File: src/rtl/regfile_wb_arbiter_if.sv
// Writeback/issue bundle between the execute/memory stages, the issue stage and the
// integer register-file write port.
interface regfile_wb_arbiter_if #(
    parameter int XLEN = 32,
    parameter int NREG = 32
);
    localparam int IDX = $clog2(NREG);

    logic            stall_CPU;

    logic            alu_valid;
    logic [IDX-1:0]  alu_rd;
    logic [XLEN-1:0] alu_data;
    logic            alu_ready;

    logic            lsu_valid;
    logic [IDX-1:0]  lsu_rd;
    logic [XLEN-1:0] lsu_data;
    logic            lsu_ready;

    logic            mdu_valid;
    logic [IDX-1:0]  mdu_rd;
    logic [XLEN-1:0] mdu_data;
    logic            mdu_ready;

    logic            iss_valid;
    logic [IDX-1:0]  iss_rd;
    logic            iss_ready;

    logic [IDX-1:0]  rs1_index;
    logic [IDX-1:0]  rs2_index;
    logic            rs_hazard;

    logic            wb_en_int;
    logic [IDX-1:0]  rd_index;
    logic [XLEN-1:0] wb_data;

    modport master (
        output stall_CPU,
        output alu_valid, alu_rd, alu_data, input alu_ready,
        output lsu_valid, lsu_rd, lsu_data, input lsu_ready,
        output mdu_valid, mdu_rd, mdu_data, input mdu_ready,
        output iss_valid, iss_rd, input iss_ready,
        output rs1_index, rs2_index, input rs_hazard,
        input  wb_en_int, rd_index, wb_data
    );

    modport slave (
        input  stall_CPU,
        input  alu_valid, alu_rd, alu_data, output alu_ready,
        input  lsu_valid, lsu_rd, lsu_data, output lsu_ready,
        input  mdu_valid, mdu_rd, mdu_data, output mdu_ready,
        input  iss_valid, iss_rd, output iss_ready,
        input  rs1_index, rs2_index, output rs_hazard,
        output wb_en_int, rd_index, wb_data
    );
endinterface

File: src/rtl/regfile_wb_arbiter.sv
// Three-way writeback arbiter for the integer register-file write port, with
// starvation promotion for LSU/MDU and a pending-destination scoreboard for issue.
module regfile_wb_arbiter #(
    parameter int XLEN         = 32,
    parameter int NREG         = 32,
    parameter int STARVE_LIMIT = 4
) (
    input  logic                 clk,
    input  logic                 rst,
    regfile_wb_arbiter_if.slave  bus
);
    localparam int IDX = $clog2(NREG);
    localparam int CW  = $clog2(STARVE_LIMIT + 1);

    typedef logic [CW-1:0] cnt_t;
    localparam cnt_t LIMIT = cnt_t'(STARVE_LIMIT);

    logic            gnt_alu, gnt_lsu, gnt_mdu, gnt_any;
    logic [IDX-1:0]  win_rd;
    logic [XLEN-1:0] win_data;

    cnt_t            lsu_starve_q, lsu_starve_d;
    cnt_t            mdu_starve_q, mdu_starve_d;

    logic [NREG-1:0] busy_q, busy_d;
    logic            iss_accept;

    logic            wb_en_q, wb_en_d;
    logic [IDX-1:0]  rd_q, rd_d;
    logic [XLEN-1:0] data_q, data_d;

    // A starved source jumps to the top; LSU is checked first so it wins a tie.
    always_comb begin
        gnt_alu = 1'b0;
        gnt_lsu = 1'b0;
        gnt_mdu = 1'b0;
        if (!bus.stall_CPU) begin
            if (lsu_starve_q == LIMIT) begin
                if (bus.lsu_valid)      gnt_lsu = 1'b1;
                else if (bus.mdu_valid) gnt_mdu = 1'b1;
                else if (bus.alu_valid) gnt_alu = 1'b1;
            end else if (mdu_starve_q == LIMIT) begin
                if (bus.mdu_valid)      gnt_mdu = 1'b1;
                else if (bus.lsu_valid) gnt_lsu = 1'b1;
                else if (bus.alu_valid) gnt_alu = 1'b1;
            end else begin
                if (bus.alu_valid)      gnt_alu = 1'b1;
                else if (bus.lsu_valid) gnt_lsu = 1'b1;
                else if (bus.mdu_valid) gnt_mdu = 1'b1;
            end
        end
    end

    assign gnt_any = gnt_alu | gnt_lsu | gnt_mdu;

    always_comb begin
        win_rd   = bus.alu_rd;
        win_data = bus.alu_data;
        if (gnt_lsu) begin
            win_rd   = bus.lsu_rd;
            win_data = bus.lsu_data;
        end else if (gnt_mdu) begin
            win_rd   = bus.mdu_rd;
            win_data = bus.mdu_data;
        end
    end

    always_comb begin
        lsu_starve_d = lsu_starve_q;
        mdu_starve_d = mdu_starve_q;
        if (!bus.stall_CPU) begin
            if (gnt_lsu)
                lsu_starve_d = '0;
            else if (bus.lsu_valid && lsu_starve_q != LIMIT)
                lsu_starve_d = lsu_starve_q + cnt_t'(1);
            if (gnt_mdu)
                mdu_starve_d = '0;
            else if (bus.mdu_valid && mdu_starve_q != LIMIT)
                mdu_starve_d = mdu_starve_q + cnt_t'(1);
        end
    end

    assign iss_accept = bus.iss_valid && !busy_q[bus.iss_rd] && !bus.stall_CPU;

    // Set is applied after the clears so a same-cycle issue keeps the register busy.
    always_comb begin
        busy_d = busy_q;
        if (gnt_lsu) busy_d[bus.lsu_rd] = 1'b0;
        if (gnt_mdu) busy_d[bus.mdu_rd] = 1'b0;
        if (iss_accept && bus.iss_rd != '0) busy_d[bus.iss_rd] = 1'b1;
        busy_d[0] = 1'b0;
    end

    always_comb begin
        wb_en_d = gnt_any && (win_rd != '0);
        rd_d    = gnt_any ? win_rd   : rd_q;
        data_d  = gnt_any ? win_data : data_q;
    end

    always_ff @(posedge clk or posedge rst) begin
        if (rst) begin
            lsu_starve_q <= '0;
            mdu_starve_q <= '0;
            busy_q       <= '0;
            wb_en_q      <= 1'b0;
            rd_q         <= '0;
            data_q       <= '0;
        end else begin
            lsu_starve_q <= lsu_starve_d;
            mdu_starve_q <= mdu_starve_d;
            busy_q       <= busy_d;
            wb_en_q      <= wb_en_d;
            rd_q         <= rd_d;
            data_q       <= data_d;
        end
    end

    assign bus.alu_ready = gnt_alu;
    assign bus.lsu_ready = gnt_lsu;
    assign bus.mdu_ready = gnt_mdu;
    assign bus.iss_ready = !busy_q[bus.iss_rd] && !bus.stall_CPU;
    assign bus.rs_hazard = busy_q[bus.rs1_index] | busy_q[bus.rs2_index];
    assign bus.wb_en_int = wb_en_q;
    assign bus.rd_index  = rd_q;
    assign bus.wb_data   = data_q;
endmodule

File: src/flat_wrapper.sv
// flat-port wrapper written by rule: the top's interface ports become plain ports
module regfile_wb_arbiter_flat 
#(
    parameter int XLEN         = 32,
    parameter int NREG         = 32,
    parameter int STARVE_LIMIT = 4
)
  (clk, rst, bus_stall_CPU, bus_alu_valid, bus_alu_rd, bus_alu_data, bus_alu_ready, bus_lsu_valid, bus_lsu_rd, bus_lsu_data, bus_lsu_ready, bus_mdu_valid, bus_mdu_rd, bus_mdu_data, bus_mdu_ready, bus_iss_valid, bus_iss_rd, bus_iss_ready, bus_rs1_index, bus_rs2_index, bus_rs_hazard, bus_wb_en_int, bus_rd_index, bus_wb_data);
  regfile_wb_arbiter_if #(.XLEN(XLEN), .NREG(NREG)) bus_i ();
  input  logic clk;
  input  logic rst;
  input wire logic [$bits(bus_i.stall_CPU)-1:0] bus_stall_CPU;
  input wire logic [$bits(bus_i.alu_valid)-1:0] bus_alu_valid;
  input wire logic [$bits(bus_i.alu_rd)-1:0] bus_alu_rd;
  input wire logic [$bits(bus_i.alu_data)-1:0] bus_alu_data;
  output wire logic [$bits(bus_i.alu_ready)-1:0] bus_alu_ready;
  input wire logic [$bits(bus_i.lsu_valid)-1:0] bus_lsu_valid;
  input wire logic [$bits(bus_i.lsu_rd)-1:0] bus_lsu_rd;
  input wire logic [$bits(bus_i.lsu_data)-1:0] bus_lsu_data;
  output wire logic [$bits(bus_i.lsu_ready)-1:0] bus_lsu_ready;
  input wire logic [$bits(bus_i.mdu_valid)-1:0] bus_mdu_valid;
  input wire logic [$bits(bus_i.mdu_rd)-1:0] bus_mdu_rd;
  input wire logic [$bits(bus_i.mdu_data)-1:0] bus_mdu_data;
  output wire logic [$bits(bus_i.mdu_ready)-1:0] bus_mdu_ready;
  input wire logic [$bits(bus_i.iss_valid)-1:0] bus_iss_valid;
  input wire logic [$bits(bus_i.iss_rd)-1:0] bus_iss_rd;
  output wire logic [$bits(bus_i.iss_ready)-1:0] bus_iss_ready;
  input wire logic [$bits(bus_i.rs1_index)-1:0] bus_rs1_index;
  input wire logic [$bits(bus_i.rs2_index)-1:0] bus_rs2_index;
  output wire logic [$bits(bus_i.rs_hazard)-1:0] bus_rs_hazard;
  output wire logic [$bits(bus_i.wb_en_int)-1:0] bus_wb_en_int;
  output wire logic [$bits(bus_i.rd_index)-1:0] bus_rd_index;
  output wire logic [$bits(bus_i.wb_data)-1:0] bus_wb_data;
  assign bus_i.stall_CPU = bus_stall_CPU;
  assign bus_i.alu_valid = bus_alu_valid;
  assign bus_i.alu_rd = bus_alu_rd;
  assign bus_i.alu_data = bus_alu_data;
  assign bus_alu_ready = bus_i.alu_ready;
  assign bus_i.lsu_valid = bus_lsu_valid;
  assign bus_i.lsu_rd = bus_lsu_rd;
  assign bus_i.lsu_data = bus_lsu_data;
  assign bus_lsu_ready = bus_i.lsu_ready;
  assign bus_i.mdu_valid = bus_mdu_valid;
  assign bus_i.mdu_rd = bus_mdu_rd;
  assign bus_i.mdu_data = bus_mdu_data;
  assign bus_mdu_ready = bus_i.mdu_ready;
  assign bus_i.iss_valid = bus_iss_valid;
  assign bus_i.iss_rd = bus_iss_rd;
  assign bus_iss_ready = bus_i.iss_ready;
  assign bus_i.rs1_index = bus_rs1_index;
  assign bus_i.rs2_index = bus_rs2_index;
  assign bus_rs_hazard = bus_i.rs_hazard;
  assign bus_wb_en_int = bus_i.wb_en_int;
  assign bus_rd_index = bus_i.rd_index;
  assign bus_wb_data = bus_i.wb_data;
  regfile_wb_arbiter #(.XLEN(XLEN), .NREG(NREG), .STARVE_LIMIT(STARVE_LIMIT)) u_core (.clk(clk), .rst(rst), .bus(bus_i));
endmodule
File: config.mk
export PLATFORM = sky130hd
export DESIGN_NAME = regfile_wb_arbiter_flat
export DESIGN_NICKNAME = d
export VERILOG_FILES = /design/src/rtl/regfile_wb_arbiter_if.sv /design/src/rtl/regfile_wb_arbiter.sv /design/src/flat_wrapper.sv
export SDC_FILE = /design/constraint.sdc
export NUM_CORES = 1
export LEC_CHECK = 0
export ABC_AREA = 1
export BUFFER_PORTS_ARGS = -buffer_cell sky130_fd_sc_hd__clkbuf_2
export CAP_MARGIN = 30
export CORE_MARGIN = 2
export CORE_UTILIZATION = 52
export CTS_CLUSTER_SIZE = 40
export DETAILED_ROUTE_END_ITERATION = 10
export GPL_TIMING_DRIVEN = 1
export HOLD_SLACK_MARGIN = 0.06
export PLACE_DENSITY = 0.83
export SLEW_MARGIN = 10
export SYNTH_ARGS = -nofsm -noshare
export SYNTH_HDL_FRONTEND = slang
export SYNTH_SLANG_ARGS = --single-unit
File: constraint.sdc
create_clock -name clk -period 2.8 [get_ports clk]
set_input_delay 0.28 -clock clk [delete_from_list [all_inputs] [get_ports clk]]
set_output_delay 0.28 -clock clk [all_outputs]
set_load 0.02 [all_outputs]
Yosys cells after proc, flatten, opt, wreduce, memory -nomap -nowiden --
Cells that the tools add are included.
Word-level totals: flip-flop bits (word level) 75, logic and storage cells 90
Cells by class: $add $sub $neg 2, $lt $le $gt $ge 8, equality and inequality tests 4, multiplexer cells 43, bitwise operators 9, reductions and logical operators 18
Operators with widths (number):
- $mux W32 | 5
- $and A32 B32 Y32 | 2
- $not A32 Y32 | 2
- $or A32 B32 Y32 | 1
- $lt A5 B6 Y1 const B | 5
- $mux W1 | 26
- $bmux W1 S5 | 3
- $demux W1 S5 | 3
- $ge A5 B1 Y1 const B | 3
- $mux W3 | 4
- $logic_and A1 B1 Y1 | 10
- $mux W5 | 2
- $reduce_bool A5 Y1 | 2
- $add A3 B1 Y3 const B | 2
- $eq A3 B3 Y1 const B | 2
- $ne A3 B3 Y1 const B | 2
- $reduce_and A2 Y1 | 2
- $reduce_bool A2 Y1 | 2
- $or A1 B1 Y1 | 3
- $logic_not A1 Y1 | 2
- $not A1 Y1 | 1

Longest topological paths before layout --
depth in word-level cells 11, depth in mapped cells 14

Least setup slack after synthesis --
No wires, ideal clock.
kind register -> register, from reg u_core.lsu_starve_q[0], to reg u_core.data_q[10], in the netlist u_core.bus.wb_data[10], arrival 1764 ps, data required time 2717 ps, slack 953 ps, cell stages (with the launch flop) 10, period minus slack after synthesis 1847 ps, path through dfrtp_1 -> inv_1 -> ha_1 -> nand2_1 -> nand3_1 -> nand3_2 -> inv_1 -> clkbuf_1 -> nor2_1 -> o21ai_0
Between the ends: word-level cells in the longest chain between the ends 5, elaborated cells between the ends (all ways) 11, classes of those cells eq/ne: 1; mux: 8; bitwise: 2
Ends and longest elaborated chain:
- from (decl) | RTL line regfile_wb_arbiter.sv:22 | cnt_t lsu_starve_q, lsu_starve_d;
- from (signal assigned) | RTL line regfile_wb_arbiter.sv:109 | lsu_starve_q <= lsu_starve_d;
- $eq A3 B3 Y1 (*) | RTL line regfile_wb_arbiter.sv:38 | if (lsu_starve_q == LIMIT) begin
- $mux W1 (*) | RTL line regfile_wb_arbiter.sv:38
- $mux W1 (*) | RTL line regfile_wb_arbiter.sv:37 | if (!bus.stall_CPU) begin
- via bus_lsu_ready | RTL line flat_wrapper.sv:20 | output wire logic [$bits(bus_i.lsu_ready)-1:0] bus_lsu_ready;
- $or A1 B1 Y1 (2 in a row) | RTL line regfile_wb_arbiter.sv:54 | assign gnt_any = gnt_alu | gnt_lsu | gnt_mdu;
- to (signal assigned) | RTL line regfile_wb_arbiter.sv:114 | data_q <= data_d;
- to (decl) | RTL line regfile_wb_arbiter.sv:30 | logic [XLEN-1:0] data_q, data_d;
The timed path passes the listed nets; every way through them passes the cells marked *. A chain may end at the register's enable or synchronous reset.

Worst setup path after layout --
from reg u_core.lsu_starve_q[0], to out bus_lsu_ready
Between the ends: word-level cells in the longest chain between the ends 3
Ends and longest elaborated chain (RTL line):
- $eq A3 B3 Y1 | regfile_wb_arbiter.sv:38
- $mux W1 | regfile_wb_arbiter.sv:38
- $mux W1 | regfile_wb_arbiter.sv:37
- to (decl) | flat_wrapper.sv:20
No other way between the ends.

==> flow_metrics.env <==
export IMPL_status="finished clean"
export IMPL_async_flop_share=1.000
export IMPL_setup_worst_path_end_class="output pin"
export IMPL_ir_drop_uv=413.3
export IMPL_wl_per_cell_um=15.22
export IMPL_die_area_sq_um=11140
export IMPL_grt_overflow_total=0
export IMPL_drt_iter0_drc=632
export IMPL_crit_required_ps=2520
export IMPL_cts_sinks=75
export IMPL_fin_ws_ps=276.2
export IMPL_ys_ff_latch=75
export IMPL_gp_congestion=0.9823
export IMPL_hp_class="in2reg"
export IMPL_skew_ps=12.56
export IMPL_pwr_share_clk=0.215
export IMPL_cts_buffers=9
export IMPL_cts_root_buf="clkbuf_8"
export IMPL_setup_viol=0
export IMPL_yosysTopAreaCell="dfrtp_1"
export IMPL_clockBufferDepth=2
export IMPL_slew_headroom=0.5697
export IMPL_fmax_mhz=396.2
export IMPL_wl_mm=17.41
export IMPL_cts_clk_slew_worst_paths_ps=80
export IMPL_final_hold_violation_count=0
export IMPL_synth_edf_count=0
export IMPL_seq_area_frac_synth=0.3501
export IMPL_p_seq_frac=0.375
export IMPL_yosys_warnings=0
export IMPL_finalCriticalPeriod_ps=2524
export IMPL_rows=37
export IMPL_cts_tree="built"
export IMPL_drive_gt1_frac=0.2093
export IMPL_post_drt_via_cell_ratio=5.537
export IMPL_rsz0062_at_grt="no"
export IMPL_synth_ff_type="dfrtp_1"
export IMPL_syn_num_nets=984
export IMPL_areaGrowthSynthToFinish_pct=22.40
export IMPL_grt_pass1_wl_mm=27.86
export IMPL_combPwrFrac=0.410
export IMPL_netSwitchingPower_uw=2001
export IMPL_cell_internal_pwr_uw=2733
export IMPL_yosys_top_cells_area="dfrtp_1 (35%), nand2_1 (19%), o21ai_0 (9.4%), nor2_1 (6.7%), inv_1 (5.3%)"
export IMPL_switching_share=0.4227
export IMPL_clock_latency_ps=370
export IMPL_nets=1141
export IMPL_netlist_instances=847
export IMPL_io_pins=176
export IMPL_grt_max_degree=46
export IMPL_p_leak_uw=0.003460
export IMPL_antenna_found_initial=0
export IMPL_min_period_over_period=0.9013
export IMPL_ys_types=24
export IMPL_maxCapViolations=0
export IMPL_start_util=0.5264
export IMPL_worstPathArrival_ps=2240
export IMPL_start_kind="flip-flop"
export IMPL_cp_max_fo=22
export IMPL_cts_htree_levels=3
export IMPL_grt_pass1_vias=5741
export IMPL_synth_most_common_cell="nand2_1"
export IMPL_tightest_slew_ps=640.5
export IMPL_synth_top_cell_area_share=0.3501
export IMPL_pre_cts_slack_ps=431.9
export IMPL_final_util=0.6443
export IMPL_die_y_um=105.5
export IMPL_powerDensity_nw_per_um2=721.4
export IMPL_routed_via_count=6334
export IMPL_drtPass1Iterations=5
export IMPL_crit_type="reg2out"
export IMPL_dieWidth_um=105.5
export IMPL_ant_nets=0
export IMPL_drcViolationCount=0
export IMPL_portBuffers=175
export IMPL_antennaDiodeCount=0
export IMPL_avgSynthCellArea_sq_um=6.330
export IMPL_core_sq_um=10180
export IMPL_syn_area_sq_um=5361
export IMPL_synth_cells_most_frequent="nand2_1 (265), o21ai_0 (101), nor2_1 (95), dfrtp_1 (75), inv_1 (75)"
export IMPL_finalMaxSlewViolations=0
export IMPL_fin_tns_setup_ps=0
export IMPL_hpwl_mm=13.08
export IMPL_track_usage=0.3123
[worst max-delay path, stage by stage, from the launching register on]
cell      delay [ps]
dfrtp_1          380
inv_1             90
ha_1             160
nand2_1           90
nand3_1          270
nand3_4          260
inv_1            180
buf_4            250
clkbuf_2         210
[registers in the layout, indices dropped and copies added, names as in the netlist]
name,flops
u_core.bus.rd_index,5
u_core.bus.wb_data,32
u_core.bus.wb_en_int,1
u_core.busy_q,31
u_core.lsu_starve_q,3
u_core.mdu_starve_q,3
[layout by cell type, fill, tap and decap left out, drive strengths merged, types with 4 or more instances in the layout]
cell type	count
o211ai	14
inv	78
nand3	38
o21ai	127
nor3	22
dfrtp	75
buf	14
nor2	95
o221ai	12
a21oi	34
nand4	32
ha	4
nand2	266
clkbuf	184
[layer usage]
layer  GRT usage  wire [um]
met1      0.4038       6886
met2      0.5240       8434
met3     0.06988       1694
met4     0.09398        395
met5           0          0
[power by group through the flow]
stage               sequential, uW  clock (uW)  combinational [uW]
floorplan                     2030           0                 976
global placement              1780           0                1890
detailed placement            1780           0                1930
CTS                           1770        1020                1940
global route                  1810        1070                2160
finish                        1770        1020                1940
[cell type report]
class                           count  area [sq um]
Clock buffer                        9         123.9
Tap cell                          136         170.2
Sequential cell                    75          1877
Inverter                           77         289.0
Timing Repair Buffer              190         994.7
Clock inverter                      6         113.9
Multi-Input combinational cell    651          2994
Fill cell                         979          3622
[through the flow]
stage	power [uW]	area [sq um]	instances	hold slack [ps]
final	4735	6563	1144	215.2
after global routing	5044	6563	1144	210.7
after CTS	4726	6551	1144	207.4
after detailed placement	3707	6304	1128	378.0
after global placement	3670	6304	1128	369.5
after floorplan	3002	5361	847	434.1
[final timing paths]
kind	end	cells past startpoint	startpoint	slack (ps)
min reg2reg	u_core.mdu_starve_q[2]	1	u_core.mdu_starve_q[2]	490
min	u_core.bus.wb_data[30]	3	bus_lsu_data[30]	220
min in group asynchronous	u_core.bus.wb_data[27]	4	rst	580
max in group asynchronous	u_core.bus.rd_index[2]	4	rst	1730
max	bus_lsu_ready	8	u_core.lsu_starve_q[0]	280
max reg2reg	u_core.busy_q[2]	11	u_core.lsu_starve_q[0]	490
[kinds of logic (layout without fill, tap and decap cells)]
logic type,count (synthesis),count (layout),synth area share
AO/OA/AOI/OAI,193,193,0.1967
flip-flops,75,75,0.3501
adder cells (fa/ha/maj),4,4,0.009335
buffers and inverters,121,282,0.09288
AND/OR/NAND/NOR,453,453,0.3494
XOR/XNOR,1,1,0.001634
[timing repair]
| action | CTS | global route |
|---|---|---|
| setup buffers | 0 | 0 |
| hold buffers | 1 | 0 |
| hold endpoints to repair | 30 | 0 |
| gates resized for setup | 0 | 2 |
| setup endpoints to repair | 0 | 1 |
No activity file was read; power rests on OpenSTA's default activity.
